--- src/rtl/psr_cond_unit.sv ---
// Processor status register with branch-condition evaluation and a LIFO PSR
// save stack for interrupt entry/return. Flags are packed {N,Z,F,L,C}.
module psr_cond_unit #(
  parameter int STACK_DEPTH = 4,
  parameter bit BYPASS      = 1'b1
) (
  input  logic                           clk,
  input  logic                           reset,
  input  logic [4:0]                     alu_flags,
  input  logic                           flag_we,
  input  logic                           psr_wr,
  input  logic [4:0]                     psr_wdata,
  input  logic                           push,
  input  logic                           pop,
  input  logic [3:0]                     cond,
  output logic [4:0]                     psr,
  output logic                           cond_true,
  output logic [$clog2(STACK_DEPTH):0]   stack_count,
  output logic                           stack_full,
  output logic                           stack_empty,
  output logic                           ovf_err,
  output logic                           unf_err,
  output logic                           proto_err
);

  localparam int CNT_W = $clog2(STACK_DEPTH) + 1;
  localparam int IDX_W = CNT_W - 1;

  function automatic logic eval_cond(input logic [3:0] code, input logic [4:0] f);
    logic n, z, fl, l, c, r;
    {n, z, fl, l, c} = f;
    case (code)
      4'h0:    r = z;
      4'h1:    r = !z;
      4'h2:    r = c;
      4'h3:    r = !c;
      4'h4:    r = l;
      4'h5:    r = !l;
      4'h6:    r = n;
      4'h7:    r = !n;
      4'h8:    r = fl;
      4'h9:    r = !fl;
      4'ha:    r = !l && !z;
      4'hb:    r = l || z;
      4'hc:    r = !n && !z;
      4'hd:    r = n || z;
      4'he:    r = 1'b1;
      default: r = 1'b0;
    endcase
    return r;
  endfunction

  logic [4:0]       stack_mem [STACK_DEPTH];
  logic [4:0]       cond_src;
  logic [4:0]       psr_next;
  logic [IDX_W-1:0] wr_idx;
  logic [IDX_W-1:0] top_idx;
  logic             both_req;
  logic             do_push;
  logic             do_pop;

  assign stack_full  = (stack_count == CNT_W'(STACK_DEPTH));
  assign stack_empty = (stack_count == '0);

  assign both_req = push && pop;
  assign do_push  = push && !pop && !stack_full;
  assign do_pop   = pop && !push && !stack_empty;

  // When full the low index bits wrap to zero, so subtracting one still lands on DEPTH-1.
  assign wr_idx  = stack_count[IDX_W-1:0];
  assign top_idx = stack_count[IDX_W-1:0] - IDX_W'(1);

  // Bypass looks only at direct/ALU writes; a pending pop never feeds the condition.
  always_comb begin
    cond_src = psr;
    if (BYPASS) begin
      if (psr_wr)       cond_src = psr_wdata;
      else if (flag_we) cond_src = alu_flags;
    end
    cond_true = eval_cond(cond, cond_src);
  end

  always_comb begin
    psr_next = psr;
    if (do_pop)       psr_next = stack_mem[top_idx];
    else if (psr_wr)  psr_next = psr_wdata;
    else if (flag_we) psr_next = alu_flags;
  end

  // ---- register stage: architectural flags and stack control
  always_ff @(posedge clk) begin
    if (reset) begin
      psr         <= '0;
      stack_count <= '0;
      ovf_err     <= 1'b0;
      unf_err     <= 1'b0;
      proto_err   <= 1'b0;
    end else begin
      psr       <= psr_next;
      proto_err <= both_req;
      if (do_push)      stack_count <= stack_count + CNT_W'(1);
      else if (do_pop)  stack_count <= stack_count - CNT_W'(1);
      if (push && !pop && stack_full)  ovf_err <= 1'b1;
      if (pop && !push && stack_empty) unf_err <= 1'b1;
    end
  end

  // Stack storage keeps the pre-update PSR; contents are meaningless after reset.
  always_ff @(posedge clk) begin
    if (do_push) stack_mem[wr_idx] <= psr;
  end

endmodule

--- config.mk ---
export PLATFORM = sky130hd
export DESIGN_NAME = psr_cond_unit
export DESIGN_NICKNAME = d
export VERILOG_FILES = /design/src/rtl/psr_cond_unit.sv
export SDC_FILE = /design/constraint.sdc
export NUM_CORES = 1
export LEC_CHECK = 0
export ABC_AREA = 1
export CAP_MARGIN = 10
export CORE_MARGIN = 4
export CORE_UTILIZATION = 51
export DETAILED_ROUTE_END_ITERATION = 10
export PLACE_DENSITY_LB_ADDON = 0.3
export SLEW_MARGIN = 20
export SYNTH_ARGS = -nofsm -noshare
export SYNTH_HDL_FRONTEND = slang
export SYNTH_SLANG_ARGS = --single-unit
--- constraint.sdc ---
create_clock -name clk -period 2.7 [get_ports clk]
set_clock_uncertainty 0.15 [all_clocks]
set_input_delay 0.54 -clock clk [delete_from_list [all_inputs] [get_ports clk]]
set_output_delay 0.54 -clock clk [all_outputs]
set_load 0.01 [all_outputs]
==> results of run 1 <==
## repair_timing
action | CTS | global route
pin swaps | 2 | 3
gates resized for setup | 12 | 13
setup endpoints to repair | 1 | 1
hold endpoints to repair | 0 | 0
## metal layers
layer  track usage (%)  vias up  routed length (microns)
li1                  -      791                        -
met1              22.6      665                     1710
met2              31.6       40                     1720
met3              3.76        9                      184
met4              10.1        0                       86
met5                 0        -                        0
## per-stage QoR
stage | worst slack, ns | hold WS (ns) | cell area, sq um
after floorplan | 0.433 | 0.355 | 1670
after global placement | -0.324 | 0.301 | 2130
after detailed placement | -0.362 | 0.310 | 2130
after CTS | 0.00832 | 0.332 | 2210
after global routing | 0.00668 | 0.369 | 2230
final | 0.103 | 0.326 | 2230
## layout by cell type, fill, tap and decap left out, types with 2 or more instances in the layout
master	count
nand2_1	44
nor2_1	28
clkdlybuf4s50_1	26
inv_1	23
o21ai_0	23
edfxtp_1	20
nand3_1	16
buf_4	12
dfxtp_1	11
nand2_2	6
a21oi_1	6
clkbuf_4	5
inv_2	4
ha_1	4
or2_4	3
nand3_2	3
nor3_1	3
a31oi_1	3
dlygate4sd2_1	3
dlymetal6s2s_1	3
nor2_2	2
## layout make-up
class | instances | area (sq um)
Clock buffer | 7 | 55.1
Timing Repair Buffer | 46 | 437
Inverter | 27 | 101
Sequential cell | 31 | 821
Fill cell | 273 | 871
Clock inverter | 1 | 5.00
Multi-Input combinational cell | 149 | 758
Tap cell | 44 | 55.1
## critical path, stage by stage
cell	delay, ns
clkdlybuf4s50_1	0.42
or2_4	0.26
nand3_2	0.07
nand2_1	0.04
nor2_1	0.11
nand2_1	0.06
nor2_1	0.12
nand2_1	0.06
clkdlybuf4s15_2	0.22
## sequential cells by signal, indices dropped and copies added, names as in the netlist
| name | count |
|---|---|
| ovf_err | 1 |
| proto_err | 1 |
| psr | 5 |
| stack_count | 3 |
| stack_mem | 20 |
| unf_err | 1 |
## where the power goes
part	internal, mW	switching (mW)
clock network	0.126	0.148
logic	0.148	0.170
registers	0.540	0.0257
## logic make-up (layout without fill, tap and decap cells)
kind of cell,count (synthesis),count (layout),share of synthesized area (%)
flops,31,31,49.2
simple gates,110,110,28.1
compound gates,34,34,11.0
fa+ha+maj,5,5,4.20
buf+inv,31,81,7.50
## worst max path at each step
stage / endpoint / cells after the start / from
after floorplan: stack_count[2]$_SDFFE_PP0P_ / 10 / stack_count[0]$_SDFFE_PP0P_
after global routing: cond_true / 11 / psr_wr
after global placement: cond_true / 11 / psr_wr
after detailed placement: cond_true / 11 / psr_wr
after CTS: cond_true / 11 / cond[3]
final: cond_true / 9 / psr_wdata[4]
## synth_stat cells, drive strengths merged
cell type	n	area share (%)
nand2	50	11
nor2	30	6.7
inv	27	6.1
o21ai	23	6.9
edfxtp	20	36
nand3	19	6.0
dfxtp	11	13
a21oi	6	1.8
or2	5	2.0
ha	4	3.0
a31oi	3	1.1
nor3	3	0.90
buf	2	0.97
clkbuf	2	0.45
and2	1	0.38
fa	1	1.2
nand3b	1	0.45
nand4	1	0.38
o211ai	1	0.75
o21a	1	0.45
==> results.md, run 1 <==
* Status: complete, no violations
* Hpwl dp at 2910 microns
* PortBufs at 33
* Min-delay src: ovf_err$_SDFFE_PP0P_
* Sequential share of the synthesized area at 49.2%
* Hold Fails Final Rpt at 0
* Vias per cell at 4.93
* CP Capture Type: output pin
* # diodes at 0
* Setup Viol. Count Final at 0
* Reg-to-Reg Start: stack_count[1]$_SDFFE_PP0P_
* Antenna-violating nets left at 0
* Post-CTS Setup Bufs at 0
* Hold_buf cts at 0
* Total core area at 3100 sq um
* Tcrit/Tclk final at 96.2%
* Initial DRC Count at a little over 80
* Clock slew at reported path FFs at roughly 0.09 ns
* Dpl cells at 297
* Crit path max fanout at 4
* H-tree Lvls at 2
* Clk sinks at 31
* Max Freq at 385 MHz
* VDD IR max at 0.260 mV
* Row count at 20
* Clock Tree Buf Depth at 2
* Worst reg2reg path depth at 9
* Slew Viols, Final at 0
* Synth Area per Inst at 7.91 sq um
* DRC at 0
* Yosys reg bits at 31
* Post-Syn Area at 1670 sq um
* Syn_nets at 236
* Design Power at 1.16 mW
* Startpoint class of the critical path: input pin
* Area delta synth->final at 33.7%
* Skew-Pair Late Insertion Delay at around 0.32 ns
* WL per Instance at about 12 microns
* Worst slew pin tran at approximately 0.44 ns
* Netlist cell types at 25
* Total GRT Usage at a little under a fifth
* Routability cong. at 0.930
* Worst Hold End: ovf_err$_SDFFE_PP0P_
* Slew margin rel. at between 70 and 80%
* Reg2Reg Setup Slack at 0.61 ns
* Via count at 1505
* Critical path class: in2out
* Yosys warning total at 0
* Reg2reg end: stack_count[2]$_SDFFE_PP0P_
* Unrepaired setup endpoints after global routing: no
* Pin count of the biggest net entering global routing at 17
* Final core occ at 71.9%
* Leakage at 1.00 nW
* Setup TNS at 0 ns
* Final net count at 285
* Tightest Hold Check Type: reg2reg
* Global-route wire length before repair at 6070 microns
* Worst EP required at between 2 and 2.5 ns
* Clock root cell: clkbuf_4
* Worst Hold Depth at 2
* Initial Utilization at 53.8%
* GRT overflow at 0
* Num CTS Buffers at 5
* Final WL at roughly 3700 microns
* Mapped Cells at 211
* Pwr/cell area at 519 nW/um^2
* Period minus WS final at 2.60 ns
* Max Cap Viol at 0
* Proportion of layout cells with a drive suffix above 1 at 15.7%
* Number of global-route vias before repair at 1389
* Die area at 4250 sq um
* Worst Path Arrival at 1.91 ns
* CTS tree: built
* Finished Layout Cells at 305
* Io pins at 34
* TritonRoute pass-1 iters at 4
* Die Span Y at 65.2 microns
* Die Span X at 65.2 microns
* Initial antenna violation count at 0
Note: power is estimated with default switching activity, not from simulation.
==> run 2: changes to the inputs <==
CTS_CLUSTER_DIAMETER = 40   (was unset)
==> results of run 2 <==
The final DEF is identical to that of run 1; final timing and power are the same.
==> run 3: changes to the inputs <==
CORE_MARGIN = 5   (was 4)
SKIP_CTS_REPAIR_TIMING = 1   (was unset)
==> results.md, run 3 (synthesized netlist as in run 1, its figures left out) <==
* Unrepaired setup endpoints after global routing: no
* CTS tree: built
* Clock slew at reported path FFs at 0.09 ns (about the same)
* Clk sinks at 31 (unchanged)
* WL per Instance at 11.8 microns (-2.6%)
* Clock Tree Buf Depth at 2 (unchanged)
* Sequential Power Share at 50.2% (+1.3 points)
* Num CTS Buffers at 5 (unchanged)
* Clock root cell: clkbuf_4
* Crit path max fanout at 4 (unchanged)
* Die Span Y at 67.2 microns (+3.1%)
* Critical Path Max Stage Delay at 0.49 ns (+0.07 ns)
* Top Registers: stack_mem: 20 flops, psr: 5 flops, stack_count: 3 flops
* Min-delay src: ovf_err$_SDFFE_PP0P_
* Pin count of the biggest net entering global routing at 17 (unchanged)
* Global-route wire length before repair at 6040 microns (-0.46%)
* Total core area at 3100 sq um (unchanged)
* Tcrit/Tclk final at 95.0% (-1.2 points)
* Setup Viol. Count Final at 0 (unchanged)
* Critical path class: in2out
* Final core occ at 71.7% (-0.20 points)
* Final hold slack at 0.330 ns (+0.00343 ns)
* Final WL at 3620 microns (-1.9%)
* Worst Hold End: ovf_err$_SDFFE_PP0P_
* H-tree Lvls at 2 (unchanged)
* Sw power at 0.339 mW (-1.4%)
* # diodes at 0 (unchanged)
* VDD IR max at 0.260 mV (-0.24%)
* Leading cell type in the layout, fill and taps excluded: nand2_1
* Reg2Reg Setup Slack at 0.69 ns (+0.08 ns)
* Worst Path Arrival at 1.88 ns (-0.03 ns)
* DRC at 0 (unchanged)
* Routability cong. at 0.911 (-1.9%)
* Finished Layout Cells at 307 (+0.66%)
* Slew Viols, Final at 0 (unchanged)
* GRT overflow at 0 (unchanged)
* Worst EP required at 2.01 ns (about the same)
* Proportion of layout cells with a drive suffix above 1 at 14.4% (-1.3 points)
* CP Capture Type: output pin
* Via count at 1515 (+0.66%)
* Crit path cell chain: clkdlybuf4s50_1 -> inv_2 -> nand2_1 -> nor2_1 -> nand3_1 -> nand2_1 -> nor2_1 -> nand2_1 -> nor2_1 -> nand2_1 -> buf_2
* Initial Utilization at 53.8% (unchanged)
* Io pins at 34 (unchanged)
* Number of global-route vias before repair at 1431 (+3.0%)
* Reg-to-Reg Start: stack_count[1]$_SDFFE_PP0P_
* Skew-Pair Late Insertion Delay at 0.31 ns (about the same)
* Worst Hold Depth at 2 (unchanged)
* Hpwl dp at 2810 microns (-3.4%)
* # fillers at 264 (-3.3%)
* Initial antenna violation count at 0 (unchanged)
* Period minus WS final at 2.57 ns (-0.0314 ns)
* Max Freq at 390 MHz (+1.2%)
* Max Cap Viol at 0 (unchanged)
* Worst reg2reg path depth at 9 (unchanged)
* Startpoint class of the critical path: input pin
* Comb pwr share at 28.1% (+0.6 points)
* Final net count at 287 (+0.70%)
* Reg2reg end: stack_count[2]$_SDFFE_PP0P_
* Area delta synth->final at 33.4%
* PortBufs at 33 (unchanged)
* Most frequent cells in the layout: 46 x nand2_1, 29 x nor2_1, 29 x clkdlybuf4s50_1
* Die Span X at 67.2 microns (+3.1%)
* Antenna-violating nets left at 0 (unchanged)
* Int Pwr at 0.787 mW (-3.4%)
* Storage cell area at 821 sq um (unchanged)
* Total GRT Usage at 17.8% (-1.0 points)
* Area of the multi-input gates at 753 sq um (-0.66%)
* Worst slew pin tran at 0.429 ns (-0.00849 ns)
* Max FFs per register at 20 (unchanged)
* Hold Fails Final Rpt at 0 (unchanged)
* Die area at 4520 sq um (+6.2%)
* Dpl cells at 298 (+0.34%)
* Vias per cell at 4.93 (about the same)
* Slew margin rel. at 71.3% (+0.57 points)
* Tightest Hold Check Type: reg2reg
* Slowest CP cell: clkdlybuf4s50_1
* Leakage at 1.01 nW (+0.28%)
* Initial DRC Count at 81 (-2.4%)
* Row count at 20 (unchanged)
* Status: complete, no violations
* Crit-path most repeated cell: nand2_1
* TritonRoute pass-1 iters at 4 (unchanged)
* Clock power share at 21.7% (-2.0 points)
* Net Sw Frac at 30.1% (+0.42 points)
* Largest register by flop count: stack_mem
* Pwr/cell area at 506 nW/um^2 (-2.5%)
-- run 3: metal layers --
layer	up-vias	track usage, %	part of all wire, %
met5	-	0	0
met4	0	8.10	2.3
met3	7	3.33	5.0
met2	49	31.2	48
met1	664	21.1	45
li1	795	-	-
-- run 3: worst max path at each step --
stage	cells after the start	end	slack [ns]	start
floorplan	10	stack_count[2]$_SDFFE_PP0P_	0.43	stack_count[0]$_SDFFE_PP0P_
global placement	11	cond_true	-0.39	psr_wr
detailed placement	11	cond_true	-0.39	psr_wr
CTS	11	cond_true	-0.39	psr_wr
global route	11	cond_true	0.005	cond[3]
finish	11	cond_true	0.13	cond[1]
-- run 3: through the flow --
stage          area [sq um]  power [mW]  TNS (ns)  setup WS, ns
2_1_floorplan          1670       0.738         0         0.433
3_3_place_gp           2140       0.884    -0.387        -0.387
3_5_place_dp           2140       0.889    -0.386        -0.386
4_1_cts                2190        1.13    -0.390        -0.390
5_1_grt                2230        1.20         0       0.00470
6_report               2230        1.13         0         0.134
-- run 3: power by group through the flow --
stage	combinational, mW	sequential, mW	clock [mW]
floorplan	0.157	0.581	0
global placement	0.309	0.575	0
detailed placement	0.312	0.577	0
CTS	0.314	0.566	0.248
global route	0.353	0.570	0.275
finish	0.316	0.565	0.244
-- run 3: area by class of cell --
type | count | area share [%]
clock buffer | 6 | 1.85
inverter | 27 | 4.55
tap | 44 | 2.47
multi-input combinational | 149 | 33.8
clock inverter | 2 | 0.393
sequential | 31 | 36.9
timing repair buffer | 48 | 20.0
-- run 3: critical path, delay by kind of cell --
kind,cells,cell delay [ns]
buffers and inverters,3,0.68
AND/OR/NAND/NOR,8,0.64
